## config.mk

```make
export PLATFORM = sky130hd
export DESIGN_NAME = if_queue
export DESIGN_NICKNAME = d
export VERILOG_FILES = /design/src/rtl/if_queue.sv
export SDC_FILE = /design/constraint.sdc
export NUM_CORES = 1
export LEC_CHECK = 0
export CAP_MARGIN = 0
export CORE_ASPECT_RATIO = 0.7
export CORE_MARGIN = 2
export CORE_UTILIZATION = 55
export DETAILED_ROUTE_END_ITERATION = 16
export HOLD_SLACK_MARGIN = 0.03
export PLACE_DENSITY_LB_ADDON = 0.12
export SLEW_MARGIN = 20
export SYNTH_ARGS = -nofsm -noshare
export SYNTH_HDL_FRONTEND = slang
export SYNTH_SLANG_ARGS = --single-unit
```

## constraint.sdc

```tcl
create_clock -name clk -period 5.7 [get_ports clk]
set_input_delay 1.71 -clock clk [delete_from_list [all_inputs] [get_ports clk]]
set_output_delay 1.71 -clock clk [all_outputs]
set_load 0.01 [all_outputs]
```

## src/rtl/if_queue.sv

```systemverilog
// Instruction fetch queue: a small FIFO of {pc, inst} pairs between the
// fetch and decode stages. Fetch pushes when in_ready is high, decode pops
// the head whenever it is valid and not stalled. Flush discards everything.
module if_queue #(
  parameter int DEPTH = 4
) (
  input  logic        clk,
  input  logic        rst,
  input  logic        in_valid,
  input  logic [31:0] in_pc,
  input  logic [31:0] in_inst,
  output logic        in_ready,
  input  logic        flush,
  input  logic        id_stall,
  output logic        id_valid,
  output logic [31:0] id_pc,
  output logic [31:0] id_inst
);

  localparam int AW = (DEPTH > 1) ? $clog2(DEPTH) : 1;
  localparam logic [AW:0] FULL_CNT = (AW + 1)'(DEPTH);

  // Entry storage; never reset, only observable through id_* while valid.
  logic [31:0] pc_mem   [DEPTH];
  logic [31:0] inst_mem [DEPTH];

  logic [AW-1:0] wr_ptr_q, wr_ptr_d;
  logic [AW-1:0] rd_ptr_q, rd_ptr_d;
  logic [AW:0]   count_q,  count_d;

  logic push;
  logic pop;

  // Handshake flags derived purely from the registered count: no bypass
  // when full and no pass-through when empty.
  always_comb begin
    in_ready = (count_q < FULL_CNT);
    id_valid = (count_q != '0);
    push     = in_valid & in_ready;
    pop      = id_valid & ~id_stall;
  end

  // Head entry presented to decode, NOP when the queue is empty.
  always_comb begin
    id_pc   = '0;
    id_inst = '0;
    if (id_valid) begin
      id_pc   = pc_mem[rd_ptr_q];
      id_inst = inst_mem[rd_ptr_q];
    end
  end

  // Next-state pointers and count; flush overrides push and pop.
  always_comb begin
    wr_ptr_d = wr_ptr_q;
    rd_ptr_d = rd_ptr_q;
    count_d  = count_q;
    if (flush) begin
      wr_ptr_d = '0;
      rd_ptr_d = '0;
      count_d  = '0;
    end else begin
      if (push) wr_ptr_d = wr_ptr_q + 1'b1;
      if (pop)  rd_ptr_d = rd_ptr_q + 1'b1;
      unique case ({push, pop})
        2'b10:   count_d = count_q + 1'b1;
        2'b01:   count_d = count_q - 1'b1;
        default: count_d = count_q;
      endcase
    end
  end

  // Pointer and count registers with synchronous reset.
  always_ff @(posedge clk) begin
    if (rst) begin
      wr_ptr_q <= '0;
      rd_ptr_q <= '0;
      count_q  <= '0;
    end else begin
      wr_ptr_q <= wr_ptr_d;
      rd_ptr_q <= rd_ptr_d;
      count_q  <= count_d;
    end
  end

  // Write accepted instructions into storage; a flushed push is dropped.
  always_ff @(posedge clk) begin
    if (push && !flush) begin
      pc_mem[wr_ptr_q]   <= in_pc;
      inst_mem[wr_ptr_q] <= in_inst;
    end
  end

endmodule

```

==> impl_metrics.json <==
{
  "outcome": "completed",
  "drc": 0,
  "synthToLayoutAreaGrowth_pct": 22.54,
  "cts_root_buf": "clkbuf_16",
  "synth_nets": 535,
  "netlist_area_sq_um": 10140,
  "cts_buffers": 25,
  "p_leak_nw": 3.830,
  "path_clk_slew_ps": 60,
  "holdPathEnd": "wr_ptr_q[1]$_SDFFE_PP0P_",
  "gp_congestion": 0.6900,
  "antennaDiodeCount": 0,
  "met1_length_mm": 7.736,
  "ys_ff_latch": 265,
  "slew_headroom": 0.3209,
  "place_inst": 811,
  "peakVddDrop_v": 0.0001890,
  "first_iter_violations": 311,
  "rrSetupSlack_ps": 3180,
  "synth_area_per_cell_sq_um": 22.05,
  "cts_resized": 0,
  "critPathKind": "register to output port",
  "first_pass_iters": 4,
  "rsz0062_at_grt": "false",
  "post-route-period-util": 0.8018,
  "placed_area_sq_um": 11690,
  "hold_depth": 2,
  "start_util": 0.5617,
  "io_pins": 135,
  "yosys_warnings": 0,
  "finalWirelength_mm": 17.79,
  "worstPathCellList": "buf_12 -> mux4_2 -> nor2b_1 -> clkdlybuf4s50_1",
  "fin_util": 0.6883,
  "drv_cap": 0,
  "synthCells": 460,
  "critPathMaxFanout": 36,
  "grt_pass1_wl_mm": 27.67,
  "worstSetupStartpointType": "register",
  "routedWlPerCell_um": 20.78,
  "power_density_nw_per_um2": 317.7,
  "die_h_um": 117.6,
  "finalHoldViolCount": 0,
  "max_clock_freq_mhz": 218.8,
  "rows": 41,
  "setup-tns-final_ps": 0,
  "ant_nets": 0,
  "antenna_found_initial": 0,
  "dr_wl_met2_mm": 8.851,
  "die-area_sq_um": 19560,
  "hpwl_mm": 9.894,
  "core-area_sq_um": 18060,
  "finish.instance_area_sq_um": 12430,
  "cts_hold_buf": 0,
  "cts_tree": "done",
  "die_w_um": 166.3,
  "hp-start": "wr_ptr_q[1]$_SDFFE_PP0P_",
  "yosys.area.top_type": "edfxtp_1",
  "grt_overflow": 0,
  "clock_sinks": 265,
  "clk-insertion-delay-late_ps": 510,
  "grt_max_degree": 65,
  "hold_class": "register to register",
  "synth.top_cell.area_share": 0.7580,
  "grt_pass1_vias": 5088,
  "htree_num_levels": 1,
  "ys_seq_area_frac": 0.7757,
  "slowest_stage": "dfxtp_4",
  "holdWs_ps": 499.9,
  "slew_violations": 0,
  "finalNetCount": 677,
  "n_fill_cell": 1171,
  "tightest_slew_ps": 1019,
  "rr_worst_depth": 9,
  "wl_met3_um": 858,
  "clk_path_buf_depth": 3,
  "synthDistinctLibCells": 22,
  "top_layer_used": "met4",
  "vias": 4762,
  "arrival_ps": 2860,
  "r2r_start": "count_q[0]$_SDFFE_PP0P_",
  "fin_skew_ps": 7.461,
  "crit_required_ps": 3990,
  "postCtsSetupRepairBufs": 0,
  "setup-violations-final": 0,
  "track_usage": 0.1838,
  "min_period_ps": 4570,
  "slowest_delay_ps": 740,
  "port_buffers": 134,
  "fin_cells": 856,
  "viasPerCell": 5.563,
  "critPathCaptureType": "output port",
  "post_route_cells_drive_above_1_share": 0.1710,
  "r2r_end": "count_q[2]$_SDFFE_PP0P_",
  "synth_area_leaders": "edfxtp_1, mux4_2, nor2b_1, dfxtp_1, buf_6"
}
==> stage by stage <==
stage / power [mW] / setup WS (ps)
2_1_floorplan: 2.337 / 1583
3_3_place_gp: 2.482 / 1581
3_5_place_dp: 2.491 / 1565
4_1_cts: 3.982 / 1014
5_1_grt: 4.075 / 920.5
6_report: 3.949 / 1130
==> area by class of cell <==
type                    instances  area [sq um]  share of cell area
well taps                     236         295.3             0.02376
inverters                       8         30.03            0.002416
clock buffers                  32         651.9             0.05245
flip-flops and latches        265          7875              0.6336
multi-input cells             165          2115              0.1701
repair buffers                137          1376              0.1107
clock inverters                13         85.08            0.006846
==> critical path: cells and delay by family, from the launching register on <==
kind	cells	cell delay (ps)
simple gates	1	170
buf+inv	2	860
flops	1	740
mux	1	570
==> worst max path at each step <==
stage | end | start
after floorplan | inst_mem[0][0]$_DFFE_PP_ | in_valid
after CTS | id_inst[17] | register
after global placement | id_pc[18] | register
after detailed placement | id_pc[18] | register
final | id_inst[17] | register
after global routing | id_inst[17] | register
==> sequential cells by signal, indices dropped and copies added, names as in the netlist, named ones only <==
signal,count
inst_mem,128
count_q,3
pc_mem,128
wr_ptr_q,2
rd_ptr_q,2
==> logic make-up (layout without fill, tap and decap cells) <==
group,Yosys count,count (layout),share of synthesized area
AND/OR/NAND/NOR,83,83,0.04959
AO/OA/AOI/OAI,9,9,0.004441
multiplexers,64,64,0.1421
flip-flops,265,265,0.7757
XOR/XNOR,3,3,0.002591
adder cells (fa/ha/maj),6,6,0.008142
buffers and inverters,30,190,0.01739
==> report_power, final <==
| part | switching, mW | internal, mW | leakage [nW] |
|---|---|---|---|
| sequential | 0.0120 | 2.17 | 2.40 |
| clock | 0.654 | 0.850 | 0.361 |
| combinational | 0.116 | 0.145 | 1.07 |
==> cell usage after synthesis <==
cell type / n
nand2b_1: 1
nor2_1: 6
buf_2: 8
edfxtp_1: 256
or3_1: 3
fa_1: 1
o21ai_0: 3
ha_1: 5
and2_1: 4
dfxtp_1: 9
inv_1: 8
buf_6: 7
nor3_2: 1
xnor2_1: 1
nand2_1: 2
a21oi_1: 6
or2_2: 1
xor2_1: 2
clkbuf_2: 1
nor2b_1: 65
clkbuf_1: 6
mux4_2: 64
==> cell usage in the layout (no fill, tap or decap) <==
| cell | instances |
|---|---|
| edfxtp_1 | 256 |
| clkdlybuf4s50_1 | 134 |
| nor2b_1 | 65 |
| mux4_2 | 64 |
| clkbuf_16 | 25 |
| inv_1 | 8 |
| clkinv_1 | 7 |
| clkbuf_1 | 7 |
| dfxtp_1 | 7 |
| nor2_1 | 6 |
| a21oi_1 | 6 |
| ha_1 | 5 |
| and2_4 | 4 |
| clkinv_2 | 4 |
| o21ai_0 | 3 |
| or3_1 | 3 |
| xor2_1 | 2 |
| nand2_1 | 2 |
| dfxtp_4 | 2 |
| buf_4 | 2 |
| nor3_4 | 1 |
| or2_2 | 1 |
| xnor2_1 | 1 |
| nand2b_1 | 1 |
| fa_1 | 1 |
| bufinv_16 | 1 |
| clkinv_4 | 1 |
| buf_12 | 1 |
==> per-layer routing <==
metal,vias to the layer above,track usage
li1,2135,-
met3,25,0.03934
met4,0,0.03987
met5,-,0
met1,2472,0.2513
met2,130,0.3112
Note: power is estimated with default switching activity, not from simulation.
